**config.mk**
```make
export PLATFORM = sky130hd
export DESIGN_NAME = wb_uart_master_flat
export DESIGN_NICKNAME = d
export VERILOG_FILES = /design/src/rtl/wb_uart_master_pkg.sv /design/src/rtl/wb_uart_master_if.sv /design/src/rtl/wb_uart_master.sv /design/src/flat_wrapper.sv
export SDC_FILE = /design/constraint.sdc
export NUM_CORES = 1
export LEC_CHECK = 0
export BUFFER_PORTS_ARGS = -buffer_cell sky130_fd_sc_hd__buf_2
export CORE_MARGIN = 2
export CORE_UTILIZATION = 55
export DETAILED_ROUTE_END_ITERATION = 8
export HOLD_SLACK_MARGIN = 0.06
export PLACE_DENSITY = 0.78
export SYNTH_ARGS = -nofsm -noshare
export SYNTH_HDL_FRONTEND = slang
export SYNTH_SLANG_ARGS = --single-unit
```
**constraint.sdc**
```tcl
create_clock -name clk -period 2.8 [get_ports clk]
set_input_delay 0.42 -clock clk [delete_from_list [all_inputs] [get_ports clk]]
set_output_delay 0.42 -clock clk [all_outputs]
set_load 0.03 [all_outputs]
```
**src/rtl/wb_uart_master_pkg.sv**
```systemverilog
// Shared definitions for the serial-to-Wishbone debug master.
// Holds the command/response byte codes, the FSM state encoding and a
// small byte shift helper used when assembling address and data words.
package wb_uart_master_pkg;

  localparam logic [7:0] CMD_WRITE = 8'h01;
  localparam logic [7:0] CMD_READ  = 8'h02;
  localparam logic [7:0] RSP_OK    = 8'hA5;
  localparam logic [7:0] RSP_ERR   = 8'hEE;

  typedef enum logic [2:0] {
    ST_IDLE    = 3'd0,
    ST_GET_ADR = 3'd1,
    ST_GET_DAT = 3'd2,
    ST_WB      = 3'd3,
    ST_SEND    = 3'd4
  } state_t;

  // Appends a received byte to a 32-bit word, most significant byte first.
  function automatic logic [31:0] shift_in(input logic [31:0] word, input logic [7:0] b);
    return {word[23:0], b};
  endfunction

endpackage

```
**src/rtl/wb_uart_master_if.sv**
```systemverilog
// Byte-stream and Wishbone signal bundle for wb_uart_master.
// master modport: the bridge (consumes rx bytes, produces tx bytes, drives Wishbone).
// slave modport : the environment (UART rx/tx side plus the Wishbone slave/interconnect).
//   rx_data/rx_valid     received byte strobe, no backpressure
//   tx_data/tx_valid/tx_ready  outgoing byte handshake
//   wb_*                 32-bit classic Wishbone single-cycle master signals
interface wb_uart_master_if;
  logic [7:0]  rx_data;
  logic        rx_valid;
  logic [7:0]  tx_data;
  logic        tx_valid;
  logic        tx_ready;
  logic [31:0] wb_adr_o;
  logic [31:0] wb_dat_o;
  logic [31:0] wb_dat_i;
  logic [3:0]  wb_sel_o;
  logic        wb_we_o;
  logic        wb_cyc_o;
  logic        wb_stb_o;
  logic        wb_ack_i;
  logic        wb_err_i;

  modport master (
    input  rx_data, rx_valid, tx_ready, wb_dat_i, wb_ack_i, wb_err_i,
    output tx_data, tx_valid, wb_adr_o, wb_dat_o, wb_sel_o, wb_we_o, wb_cyc_o, wb_stb_o
  );

  modport slave (
    output rx_data, rx_valid, tx_ready, wb_dat_i, wb_ack_i, wb_err_i,
    input  tx_data, tx_valid, wb_adr_o, wb_dat_o, wb_sel_o, wb_we_o, wb_cyc_o, wb_stb_o
  );
endinterface

```
**src/rtl/wb_uart_master.sv**
```systemverilog
// Serial debug bus master: assembles CMD/ADR/DAT frames from a UART byte
// stream, runs one Wishbone single read or write, and streams the reply back.
// Ports:
//   clk      system clock
//   reset_n  asynchronous active-low reset (drops any bus cycle at once)
//   bus      wb_uart_master_if.master: rx strobe, tx valid/ready, Wishbone master
//   busy     high whenever the FSM is not idle
// Parameters:
//   wb_timeout    cycles cyc/stb may stay high without ack/err before abort
//   byte_timeout  idle cycles allowed between bytes of one frame
module wb_uart_master
  import wb_uart_master_pkg::*;
#(
  parameter int unsigned wb_timeout   = 1024,
  parameter int unsigned byte_timeout = 5000000
) (
  input  logic             clk,
  input  logic             reset_n,
  wb_uart_master_if.master bus,
  output logic             busy
);

  localparam int unsigned WB_W = $clog2(wb_timeout + 1);
  localparam int unsigned BT_W = $clog2(byte_timeout + 1);
  localparam logic [WB_W-1:0] WB_LAST = WB_W'(wb_timeout - 1);
  localparam logic [BT_W-1:0] BT_LAST = BT_W'(byte_timeout - 1);
  localparam logic [WB_W-1:0] WB_ONE  = WB_W'(1);
  localparam logic [BT_W-1:0] BT_ONE  = BT_W'(1);

  state_t          state_r;
  logic [2:0]      cnt_r;       // bytes received / bytes sent in current state
  logic            cmd_we_r;    // latched command type
  logic [31:0]     adr_r;
  logic [31:0]     dat_r;
  logic [31:0]     rsp_r;       // reply shifter, current byte in [31:24]
  logic [2:0]      rsp_len_r;
  logic [WB_W-1:0] wb_cnt_r;
  logic [BT_W-1:0] idle_cnt_r;
  logic            cyc_r;
  logic            we_r;
  logic [3:0]      sel_r;
  logic            tx_valid_r;
  logic            busy_r;

  logic            wb_done_s;
  logic [31:0]     wb_rsp_s;
  logic [2:0]      wb_len_s;

  // Bus termination decode: err dominates ack, timeout only when neither arrives.
  always_comb begin
    wb_done_s = 1'b0;
    wb_rsp_s  = {RSP_ERR, 24'h000000};
    wb_len_s  = 3'd1;
    if (bus.wb_err_i) begin
      wb_done_s = 1'b1;
    end else if (bus.wb_ack_i) begin
      wb_done_s = 1'b1;
      if (cmd_we_r) begin
        wb_rsp_s = {RSP_OK, 24'h000000};
      end else begin
        wb_rsp_s = bus.wb_dat_i;
        wb_len_s = 3'd4;
      end
    end else if (wb_cnt_r >= WB_LAST) begin
      wb_done_s = 1'b1;
    end else begin
      wb_done_s = 1'b0;
    end
  end

  // Frame FSM with datapath; every output is a register updated on transitions.
  always_ff @(posedge clk or negedge reset_n) begin
    if (!reset_n) begin
      state_r    <= ST_IDLE;
      cnt_r      <= 3'd0;
      cmd_we_r   <= 1'b0;
      adr_r      <= 32'h0000_0000;
      dat_r      <= 32'h0000_0000;
      rsp_r      <= 32'h0000_0000;
      rsp_len_r  <= 3'd0;
      wb_cnt_r   <= '0;
      idle_cnt_r <= '0;
      cyc_r      <= 1'b0;
      we_r       <= 1'b0;
      sel_r      <= 4'h0;
      tx_valid_r <= 1'b0;
      busy_r     <= 1'b0;
    end else begin
      case (state_r)
        ST_IDLE: begin
          if (bus.rx_valid && (bus.rx_data == CMD_WRITE || bus.rx_data == CMD_READ)) begin
            cmd_we_r   <= (bus.rx_data == CMD_WRITE);
            state_r    <= ST_GET_ADR;
            busy_r     <= 1'b1;
            cnt_r      <= 3'd0;
            idle_cnt_r <= '0;
          end
        end
        ST_GET_ADR, ST_GET_DAT: begin
          if (bus.rx_valid) begin
            idle_cnt_r <= '0;
            if (state_r == ST_GET_ADR) begin
              adr_r <= shift_in(adr_r, bus.rx_data);
            end else begin
              dat_r <= shift_in(dat_r, bus.rx_data);
            end
            if (cnt_r == 3'd3) begin
              cnt_r <= 3'd0;
              if (state_r == ST_GET_ADR && cmd_we_r) begin
                state_r <= ST_GET_DAT;
              end else begin
                state_r  <= ST_WB;
                cyc_r    <= 1'b1;
                we_r     <= cmd_we_r;
                sel_r    <= 4'hF;
                wb_cnt_r <= '0;
              end
            end else begin
              cnt_r <= cnt_r + 3'd1;
            end
          end else if (idle_cnt_r >= BT_LAST) begin
            // Host went quiet mid-frame: drop it without touching the bus.
            state_r <= ST_IDLE;
            busy_r  <= 1'b0;
            cnt_r   <= 3'd0;
          end else begin
            idle_cnt_r <= idle_cnt_r + BT_ONE;
          end
        end
        ST_WB: begin
          if (wb_done_s) begin
            cyc_r      <= 1'b0;
            we_r       <= 1'b0;
            sel_r      <= 4'h0;
            rsp_r      <= wb_rsp_s;
            rsp_len_r  <= wb_len_s;
            cnt_r      <= 3'd0;
            tx_valid_r <= 1'b1;
            state_r    <= ST_SEND;
          end else if (wb_cnt_r != {WB_W{1'b1}}) begin
            wb_cnt_r <= wb_cnt_r + WB_ONE;
          end
        end
        ST_SEND: begin
          if (tx_valid_r && bus.tx_ready) begin
            if (cnt_r == rsp_len_r - 3'd1) begin
              tx_valid_r <= 1'b0;
              busy_r     <= 1'b0;
              cnt_r      <= 3'd0;
              state_r    <= ST_IDLE;
            end else begin
              rsp_r <= {rsp_r[23:0], 8'h00};
              cnt_r <= cnt_r + 3'd1;
            end
          end
        end
        default: begin
          state_r    <= ST_IDLE;
          cyc_r      <= 1'b0;
          we_r       <= 1'b0;
          sel_r      <= 4'h0;
          tx_valid_r <= 1'b0;
          busy_r     <= 1'b0;
          cnt_r      <= 3'd0;
        end
      endcase
    end
  end

  assign bus.tx_data  = rsp_r[31:24];
  assign bus.tx_valid = tx_valid_r;
  assign bus.wb_adr_o = adr_r;
  assign bus.wb_dat_o = dat_r;
  assign bus.wb_sel_o = sel_r;
  assign bus.wb_we_o  = we_r;
  assign bus.wb_cyc_o = cyc_r;
  assign bus.wb_stb_o = cyc_r;
  assign busy         = busy_r;

endmodule

```
**src/flat_wrapper.sv**
```systemverilog
// flat-port wrapper written by rule: the top's interface ports become plain ports
module wb_uart_master_flat import wb_uart_master_pkg::*;
#(
  parameter int unsigned wb_timeout   = 1024,
  parameter int unsigned byte_timeout = 5000000
)
  (clk, reset_n, busy, bus_rx_data, bus_rx_valid, bus_tx_ready, bus_wb_dat_i, bus_wb_ack_i, bus_wb_err_i, bus_tx_data, bus_tx_valid, bus_wb_adr_o, bus_wb_dat_o, bus_wb_sel_o, bus_wb_we_o, bus_wb_cyc_o, bus_wb_stb_o);
  wb_uart_master_if bus_i ();
  input  logic clk;
  input  logic reset_n;
  output logic busy;
  input wire logic [$bits(bus_i.rx_data)-1:0] bus_rx_data;
  input wire logic [$bits(bus_i.rx_valid)-1:0] bus_rx_valid;
  input wire logic [$bits(bus_i.tx_ready)-1:0] bus_tx_ready;
  input wire logic [$bits(bus_i.wb_dat_i)-1:0] bus_wb_dat_i;
  input wire logic [$bits(bus_i.wb_ack_i)-1:0] bus_wb_ack_i;
  input wire logic [$bits(bus_i.wb_err_i)-1:0] bus_wb_err_i;
  output wire logic [$bits(bus_i.tx_data)-1:0] bus_tx_data;
  output wire logic [$bits(bus_i.tx_valid)-1:0] bus_tx_valid;
  output wire logic [$bits(bus_i.wb_adr_o)-1:0] bus_wb_adr_o;
  output wire logic [$bits(bus_i.wb_dat_o)-1:0] bus_wb_dat_o;
  output wire logic [$bits(bus_i.wb_sel_o)-1:0] bus_wb_sel_o;
  output wire logic [$bits(bus_i.wb_we_o)-1:0] bus_wb_we_o;
  output wire logic [$bits(bus_i.wb_cyc_o)-1:0] bus_wb_cyc_o;
  output wire logic [$bits(bus_i.wb_stb_o)-1:0] bus_wb_stb_o;
  assign bus_i.rx_data = bus_rx_data;
  assign bus_i.rx_valid = bus_rx_valid;
  assign bus_i.tx_ready = bus_tx_ready;
  assign bus_i.wb_dat_i = bus_wb_dat_i;
  assign bus_i.wb_ack_i = bus_wb_ack_i;
  assign bus_i.wb_err_i = bus_wb_err_i;
  assign bus_tx_data = bus_i.tx_data;
  assign bus_tx_valid = bus_i.tx_valid;
  assign bus_wb_adr_o = bus_i.wb_adr_o;
  assign bus_wb_dat_o = bus_i.wb_dat_o;
  assign bus_wb_sel_o = bus_i.wb_sel_o;
  assign bus_wb_we_o = bus_i.wb_we_o;
  assign bus_wb_cyc_o = bus_i.wb_cyc_o;
  assign bus_wb_stb_o = bus_i.wb_stb_o;
  wb_uart_master #(.wb_timeout(wb_timeout), .byte_timeout(byte_timeout)) u_core (.clk(clk), .reset_n(reset_n), .bus(bus_i), .busy(busy));
endmodule
```
==> out/metrics.csv <==
stage;metric;value;unit
status;outcome;finished, final reports clean;
route;Final ANT Viol Nets;0;
worst_setup_path;crit-path leading delay family;simple AND/OR/NAND/NOR gates;
min_path;Hold Path Sink;u_core.rsp_r[2]$_DFFE_PN0P_;
clock_tree;clk buf depth;2;
synthesis;most frequent cells after synthesis;143 x dfrtp_1, 75 x nand2_1, 69 x mux2_2;
placed_design;Cell Area, Placed;7400;um2
finish;cell area after layout;8020;um2
global_route;GR Layer Usage met3;7.55;%
synthesis;syn nets;672;
global_route;Overall Global Routing Usage;24.8;%
finish;Finished Layout Cells;900;
synthesis;Synth area leaders;dfrtp_1 54%, mux2_2 12%, o21ai_0 4.5%, nand2_1 4.2%, a22oi_1 2.1%;
pwr;Pwr Density;946;nW/um2
worst_setup_path;CP Buf/Inv Count;0;
synthesis;Synth Flop Type;dfrtp_1;
worst_setup_path;r2r setup slk;0.33;ns
global_route;pin count of the biggest net entering global routing;63;
synthesis;Synth top area share;53.8;%
synthesis;Yosys warnings;0;
timing;Clock Skews;0.00603;ns
route;DR WL/cell;17.3;um
synthesis;unique cell type count in the Yosys netlist;52;
worst_setup_path;worst-path fanout max;9;
floorplan;IO Pins;127;
floorplan;Site Rows;40;
global_route;met2 usage;40.2;%
timing;fin. max-slew vios;0;
floorplan;Die H;114;um
synthesis;Synth Register Bits;143;
min_path;Hold Startpoint;bus_wb_dat_i[2];
clock_tree;CTS tree;built;
timing;Hold WS;0.236;ns
clock_tree;H-tree depth;4;
clock_tree;clock sink total;143;
floorplan;Initial Util;55.8;%
route;Initial DRC Count;469;
placed_design;placed insts;868;
global_route;vias in the first global route;5244;
route;drt pass-1 iters;6;
finish;Layout Nets;792;
synthesis;asr flop ratio synth;100;%
worst_setup_path;origin of the critical flop-to-flop path;u_core.idle_cnt_r[20]$_DFFE_PN0P_;
clock_tree;CTS Buf Count;17;
synthesis;synthesized area per cell;10.7;um2
placed_design;dpl hpwl;10700;um
placed_design;Placer Congestion;0.881;
timing;Final Hold Viols;0;
clock_tree;clk slew on worst S/H paths;0.06;ns
finish;Diodes inserted;0;
global_route;total gr overflow;0;
global_route;initial antenna violation count;0;
route;# DRC;0;
route;via count;5293;
finish;fillers;883;
pwr;total power draw;7.59;mW
timing;min Tclk post-route;2.47;ns
worst_setup_path;crit path max-delay cell type;or3_1;
timing;fmax;0.405;GHz
worst_setup_path;crit path kind;flip-flop to flip-flop;
pwr;leak pwr;3.80;nW
timing;RSZ-0062 raised after global routing;false;
clock_tree;post-CTS setup repair buffer count;0;
flow_run;Max-Cap Viols;0;
worst_setup_path;CP Cell Sequence;or2_1, nor4_4, a31oi_4, or3_1, or4_1, nand3_1;
clock_tree;root buf cell;clkbuf_16;
worst_setup_path;crit-path max cell delay;0.53;ns
min_path;hold path depth;3;
synthesis;most common cell in the netlist;dfrtp_1;
worst_setup_path;Arrival @ worst endpoint;2.82;ns
worst_setup_path;CP Capture Type;flip-flop;
pwr;Worst VDD drop;0.834;mV
timing;Tcrit/Tclk final;88.2;%
route;DR vias/cell;5.88;
min_path;Hold Crit Class;input port to flip-flop;
synthesis;register area share after synthesis;53.8;%
synthesis;leading area contributor after synthesis;dfrtp_1;
global_route;first-pass GRT wire length;25500;um
global_route;GRT met1 Usage;32.0;%
finish;area grow syn2layout;20.6;%
timing;Least-Margin Pin Slew;0.535;ns
placed_design;port bufs;126;
timing;Slew headroom;64.0;%
timing;PnR worst setup slack;0.330;ns
worst_setup_path;Startpoint Class;flip-flop;
finish;Core Util, Final;67.3;%
placed_design;dpl ws;0.306;ns
worst_setup_path;Worst Reg-to-Reg Cells;6;
synthesis;Post-Synthesis Cells;621;
floorplan;full die area;13000;um2
global_route;Top Usage Layer GRT;met2;
synthesis;Mapped Area;6650;um2
clock_tree;Worst-Skew Late Latency;0.42;ns
timing;# setup viols final;0;
finish;layout cells sized above 1;33.3;%
floorplan;core area;11900;um2
timing;final setup TNS;0;ns
synthesis;Post-synth EDFFs;0;
floorplan;Die Width;114;um
route;final wirelength;15600;um
worst_setup_path;Reg2Reg Capture Point;u_core.idle_cnt_r[20]$_DFFE_PN0P_;
worst_setup_path;Req. time, crit path;3.15;ns
[final cells by class]
cell class                 count  area (um2)  share of cell area, %
sequential                   143        3580                   44.6
multi-input combinational    427        2840                   35.4
timing repair buffer         142         772                   9.63
clock buffer                  22         474                   5.91
tap                          147         184                   2.29
clock inverter                 9         133                   1.65
inverter                      10        37.5                  0.468
[sequential cells by signal, summed over array words and instances, names as in the netlist, 2 cells and up]
name,count
u_core.rsp_r,32
u_core.wb_cnt_r,11
u_core.idle_cnt_r,23
u_core.state_r,3
u_core.bus.wb_dat_o,32
u_core.bus.wb_adr_o,32
u_core.cnt_r,3
u_core.rsp_len_r,2
[logic make-up after synthesis]
| family | count (synthesis) | synth area share [%] |
|---|---|---|
| simple gates | 202 | 15.1 |
| xor+xnor | 7 | 0.922 |
| compound gates | 144 | 13.8 |
| flops | 143 | 53.8 |
| buf+inv | 51 | 3.69 |
| fa+ha+maj | 5 | 0.941 |
| mux | 69 | 11.7 |
[per-layer routing]
metal / up-vias / routed length, um
met1: 2611 / 6600
met3: 27 / 890
met2: 178 / 7790
li1: 2477 / -
met4: 0 / 267
met5: - / 0
[placed cells by master (no fill, tap or decap), drive strengths merged, types with 7 or more instances in the layout]
cell    instances
a21oi          16
a22oi          19
a31oi           9
and2            8
buf           141
clkbuf         22
dfrtp         143
inv            11
mux2           69
nand2          75
nand2b          8
nand3          28
nand4           7
nor2           25
nor3           13
o211ai          7
o21ai          60
[power by group]
group	internal, mW	leakage [nW]	switching [mW]
Combinational	0.867	1.60	1.57
Sequential	2.48	1.90	0.349
Clock	1.47	0.293	0.854
[worst max-delay path by stage]
stage                                       from                           endpoint  slack, ns  cells past startpoint
6_report       u_core.idle_cnt_r[20]$_DFFE_PN0P_  u_core.idle_cnt_r[20]$_DFFE_PN0P_       0.33                      6
2_1_floorplan  u_core.idle_cnt_r[20]$_DFFE_PN0P_  u_core.idle_cnt_r[20]$_DFFE_PN0P_       0.56                      7
4_1_cts        u_core.idle_cnt_r[20]$_DFFE_PN0P_  u_core.idle_cnt_r[20]$_DFFE_PN0P_       0.34                      6
3_3_place_gp                      bus_rx_data[5]   u_core.idle_cnt_r[3]$_DFFE_PN0P_       0.38                      7
3_5_place_dp                      bus_rx_data[5]   u_core.idle_cnt_r[3]$_DFFE_PN0P_       0.31                      7
5_1_grt           u_core.wb_cnt_r[0]$_DFFE_PN0P_        u_core.rsp_r[6]$_DFFE_PN0P_       0.15                      8
[tightest hold or removal path, stage by stage]
cell and delay, ns:
buf_2 0.09, nand2_1 0.04, o21ai_0 0.06
[repair_timing]
action / CTS / global route
hold buffers: 1 / 0
gates resized for setup: 0 / 0
endpoints found under the hold margin: 55 / 0
(Power assumes the default switching activity.)
